--- src/rtl/uart_rx_fifo.sv ---
// uart_rx_fifo: FWFT byte FIFO behind the UART receiver. Each rising
// edge of rx_int captures rx_data; consumer drains via rd_valid/rd_ready.
//
// Ports:
//   clk          system clock, rising edge
//   rst          asynchronous active-low reset
//   rx_data      received byte, stable while rx_int is high
//   rx_int       receive-done level flag, one byte per rising edge
//   rd_valid     FIFO non-empty, rd_data valid
//   rd_data      head-of-FIFO byte (combinational from read pointer)
//   rd_ready     consumer takes rd_data this cycle
//   count        occupancy 0..DEPTH
//   full         count == DEPTH
//   overflow     sticky, a byte was dropped
//   clr_overflow single-cycle clear of overflow and drop_cnt
//   drop_cnt     saturating dropped-byte count
//
// Build option: define UART_RX_FIFO_DROP_CNT_EN to build the drop
// counter register; otherwise drop_cnt is tied to zero.

module uart_rx_fifo #(
  parameter  int DEPTH = 16,
  localparam int AW    = $clog2(DEPTH)
) (
  input  logic          clk,
  input  logic          rst,
  input  logic [7:0]    rx_data,
  input  logic          rx_int,
  output logic          rd_valid,
  output logic [7:0]    rd_data,
  input  logic          rd_ready,
  output logic [AW:0]   count,
  output logic          full,
  output logic          overflow,
  input  logic          clr_overflow,
  output logic [7:0]    drop_cnt
);

  localparam logic [AW:0] L_FULL = DEPTH[AW:0];

  logic [7:0]    r_mem [DEPTH];
  logic [AW:0]   r_wr_ptr;
  logic [AW:0]   r_rd_ptr;
  logic          r_rx_int_q;
  logic          r_overflow;

  logic [AW:0]   w_count;
  logic          w_full;
  logic          w_empty;
  logic          w_wr;
  logic          w_pop;
  logic          w_push;
  logic          w_drop;

  // Rising-edge detect on the receive flag.
  // Resets high so a flag already asserted at
  // reset release is not taken as a new byte.
  always_ff @(posedge clk or negedge rst) begin
    if (!rst) begin
      r_rx_int_q <= 1'b1;
    end else begin
      r_rx_int_q <= rx_int;
    end
  end

  assign w_wr = rx_int & ~r_rx_int_q;

  // Pointers carry one extra bit so full and
  // empty are distinguished by the difference.
  assign w_count = r_wr_ptr - r_rd_ptr;
  assign w_full  = (w_count == L_FULL);
  assign w_empty = (w_count == '0);

  assign w_pop  = ~w_empty & rd_ready;

  // A pop in the same cycle frees the slot,
  // so a full FIFO still accepts the byte.
  assign w_push = w_wr & (~w_full | w_pop);
  assign w_drop = w_wr & w_full & ~w_pop;

  always_ff @(posedge clk or negedge rst) begin
    if (!rst) begin
      r_wr_ptr <= '0;
    end else if (w_push) begin
      r_wr_ptr <= r_wr_ptr + 1'b1;
    end
  end

  always_ff @(posedge clk or negedge rst) begin
    if (!rst) begin
      r_rd_ptr <= '0;
    end else if (w_pop) begin
      r_rd_ptr <= r_rd_ptr + 1'b1;
    end
  end

  // Storage is not reset; contents behind the
  // pointers are never observed as valid.
  always_ff @(posedge clk) begin
    if (w_push) begin
      r_mem[r_wr_ptr[AW-1:0]] <= rx_data;
    end
  end

  // Sticky overflow; a drop outranks a clear
  // arriving in the same cycle.
  always_ff @(posedge clk or negedge rst) begin
    if (!rst) begin
      r_overflow <= 1'b0;
    end else if (w_drop) begin
      r_overflow <= 1'b1;
    end else if (clr_overflow) begin
      r_overflow <= 1'b0;
    end
  end

`ifdef UART_RX_FIFO_DROP_CNT_EN
  logic [7:0] r_drop_cnt;

  // Saturating count of discarded bytes. A drop
  // coinciding with a clear restarts at one.
  always_ff @(posedge clk or negedge rst) begin
    if (!rst) begin
      r_drop_cnt <= '0;
    end else if (w_drop) begin
      if (clr_overflow) begin
        r_drop_cnt <= 8'd1;
      end else if (r_drop_cnt != 8'hFF) begin
        r_drop_cnt <= r_drop_cnt + 8'd1;
      end
    end else if (clr_overflow) begin
      r_drop_cnt <= '0;
    end
  end

  assign drop_cnt = r_drop_cnt;
`else
  assign drop_cnt = '0;
`endif

  assign rd_valid = ~w_empty;
  assign rd_data  = r_mem[r_rd_ptr[AW-1:0]];
  assign count    = w_count;
  assign full     = w_full;
  assign overflow = r_overflow;

endmodule

--- config.mk ---
export PLATFORM = sky130hd
export DESIGN_NAME = uart_rx_fifo
export DESIGN_NICKNAME = d
export VERILOG_FILES = /design/src/rtl/uart_rx_fifo.sv
export SDC_FILE = /design/constraint.sdc
export NUM_CORES = 1
export LEC_CHECK = 0
export ABC_AREA = 1
export BUFFER_PORTS_ARGS = -buffer_cell sky130_fd_sc_hd__buf_2
export CAP_MARGIN = 20
export CELL_PAD_IN_SITES_DETAIL_PLACEMENT = 0
export CELL_PAD_IN_SITES_GLOBAL_PLACEMENT = 1
export CORE_MARGIN = 4
export CORE_UTILIZATION = 51
export CTS_BUF_LIST = sky130_fd_sc_hd__clkbuf_4
export CTS_CLUSTER_SIZE = 16
export DETAILED_ROUTE_END_ITERATION = 6
export PLACE_DENSITY = 0.9
export SKIP_CTS_REPAIR_TIMING = 1
export SLEW_MARGIN = 20
export SYNTH_ARGS = -nofsm -noshare
export SYNTH_HDL_FRONTEND = slang
export SYNTH_SLANG_ARGS = --single-unit
--- constraint.sdc ---
create_clock -name clk -period 3 [get_ports clk]
set_input_delay 0.6 -clock clk [delete_from_list [all_inputs] [get_ports clk]]
set_output_delay 0.6 -clock clk [all_outputs]
set_load 0.01 [all_outputs]
==> results.toml <==
[run_status]
status = "finished with violations"
violations = "negative setup slack"

[yosys]
synth-async-reset-ratio_pct = 8.57
yosys_warnings = 0
synthesis.area_um2 = 6040
synth_edf_count = 128
yosysSeqAreaShare_pct = 68.6
postSynthCellCount = 511
synth_seq_cells = 140
ys.flop_type = "edfxtp_1"
synth.avg_cell_area_um2 = 11.8
ys_types = 31

[setup_path]
crit_type = "reg -> out"
cp-end-kind = "primary output"
cp_cell_sequence = "inv_4 > ha_4 > inv_4 > fa_2 > or2_4 > nor2_4 > nand2_1 > nor2_2 > buf_2"
cp_slowest_cell = "dfrtp_2"
worstPathRequired_ns = 2.40
cp_common_cell = "inv_4"
worst_r2r_path_depth = 10
worstPathMaxFanout = 4
max_stage_delay_ns = 0.46
cp-start-kind = "flip-flop"
arrival_ns = 2.41

[pwr]
cellLeakagePower_nw = 2.40
power_density_nw_per_um2 = 964
total_power_mw = 6.53
peakVddDrop_mv = 0.930

[grt]
grtUsageTotal_pct = 21.1
grt_pass1_wl_um = 21000
overflow = 0
grt_max_degree = 53
antenna_found_initial = 1
grt_pass1_vias = 3829

[clock_network]
root_buffer = "clkbuf_4"
cts_tree = "done"
numCtsBuffers = 17
path_clk_slew_ns = 0.13
clkSinkCount = 140
htreeDepth = 4
cts.path.max_buffers = 2
clock_latency_ns = 0.53

[route]
first_iter_violations = 498
wl_per_cell_um = 19.2
vias = 4018
drc = 0
via_per_inst = 5.68
wirelength_um = 13600
antenna_left = 0
dr.pass1.iters = 5

[final_layout]
final_area_um2 = 6780
drive_above_1_share_pct = 18.3
final_cell_mix = "edfxtp_1, nor2_1, o21ai_0, nand2_1"
post-route-util_pct = 58.8
fillCellCount = 911
final_common_cell = "edfxtp_1"
nets = 574
syn_to_final_growth_pct = 12.1

[placement]
io_buffer_count = 28
post-place-ws_ns = 0.136
place.gp.congestion = 0.823
post-dp-hpwl_um = 8940
place_area_um2 = 6280

[floorplan]
dieHeight_um = 117
die_area_um2 = 13700
num_io_pins = 37
coreArea_um2 = 11500
rows = 39
initial_core_util_pct = 52.5
fp.dieW_um = 117

[timing]
fin_setup_tns_ns = -0.00665
relSlewSlack_pct = 55.7
setup_violations = 1
final-hold-violation-count = 0
worstMarginPinSlew_ns = 0.662
fmax_mhz = 333
finalCritPeriodShare_pct = 100
worst_slack_ns = -0.00665
finClkSkew_ns = 0.0162
period_minus_slack_ns = 3.01
rsz0062_at_grt = "true"
final_max_slew_viol_count = 0

[worst_hold_path]
holdCritPathClass = "in -> reg"
hold_depth = 1

[run]
max-cap-violations = 0
[state kept, by name, summed over array words and instances (netlist names)]
name,flops
overflow,1
r_rx_int_q,1
r_rd_ptr,5
r_wr_ptr,5
r_mem,128
[cell usage after synthesis (4+ instances only)]
cell type	count	share of area [%]
o211ai_1	12	1.5
inv_1	17	1.1
nor2_1	98	6.1
xor2_1	5	0.72
o22ai_1	16	1.7
buf_4	8	0.99
clkbuf_1	11	0.68
o221ai_1	4	0.58
buf_2	12	0.99
dfrtp_1	11	4.6
ha_1	9	1.9
nand3_1	28	2.3
o21ai_0	69	5.7
nand2_1	59	3.7
edfxtp_1	128	64
[logic make-up after synthesis]
family / Yosys count / share of synthesized area (%)
XOR/XNOR: 9 / 1.43
other: 1 / 0.0620
buffers and inverters: 53 / 4.28
AO/OA/AOI/OAI: 103 / 9.60
flip-flops: 140 / 68.6
AND/OR/NAND/NOR: 195 / 13.8
adder cells (fa/ha/maj): 10 / 2.19
[where the power goes]
group          leakage, nW  switching [mW]  internal, mW
combinational        0.923            1.77         0.991
sequential            1.30           0.106          2.26
clock                0.178           0.713         0.693
[routing by layer]
layer / vias to the layer above / track usage [%] / share of wire, %
li1: 1882 / - / -
met1: 1908 / 29.6 / 43
met2: 205 / 32.9 / 48
met3: 23 / 5.04 / 7.9
met4: 0 / 6.80 / 1.5
met5: - / 0 / 0
[layout make-up]
cell class              instances  area (um2)  area share [%]
repair buffers                 49         330            4.87
diodes                          1        2.50          0.0369
well taps                     143         179            2.64
clock buffers                  18         135            1.99
inverters                      18        80.1            1.18
clock inverters                14         210            3.10
flip-flops and latches        140        4150            61.2
multi-input cells             325        1690            25.0
[worst paths after layout]
kind | startpoint | to | slack, ns
max in group asynchronous | rst | r_rx_int_q | 2.24
hold reg to reg | r_rd_ptr[3] | r_rd_ptr[3] | 0.53
setup / recovery | r_wr_ptr[0] | full | -0.007
min in group asynchronous | rst | r_wr_ptr[1] | 0.47
hold / removal | rx_int | r_rx_int_q | 0.17
setup reg to reg | r_wr_ptr[0] | r_mem[9][3] | 0.19
[through the flow]
step	cells	hold slack, ns
after global routing	708	0.106
after floorplan	518	0.304
after detailed placement	663	0.497
after global placement	663	0.487
final	708	0.168
after CTS	695	-0.102
[worst max-delay path: cells and delay by family, from the launching register on]
| family | cells | cell delay, ns |
|---|---|---|
| and+or+nand+nor | 4 | 0.58 |
| adders and majority gates | 2 | 0.57 |
| DFF | 1 | 0.46 |
| buffers and inverters | 3 | 0.26 |
No activity file was read; power rests on OpenSTA's default activity.
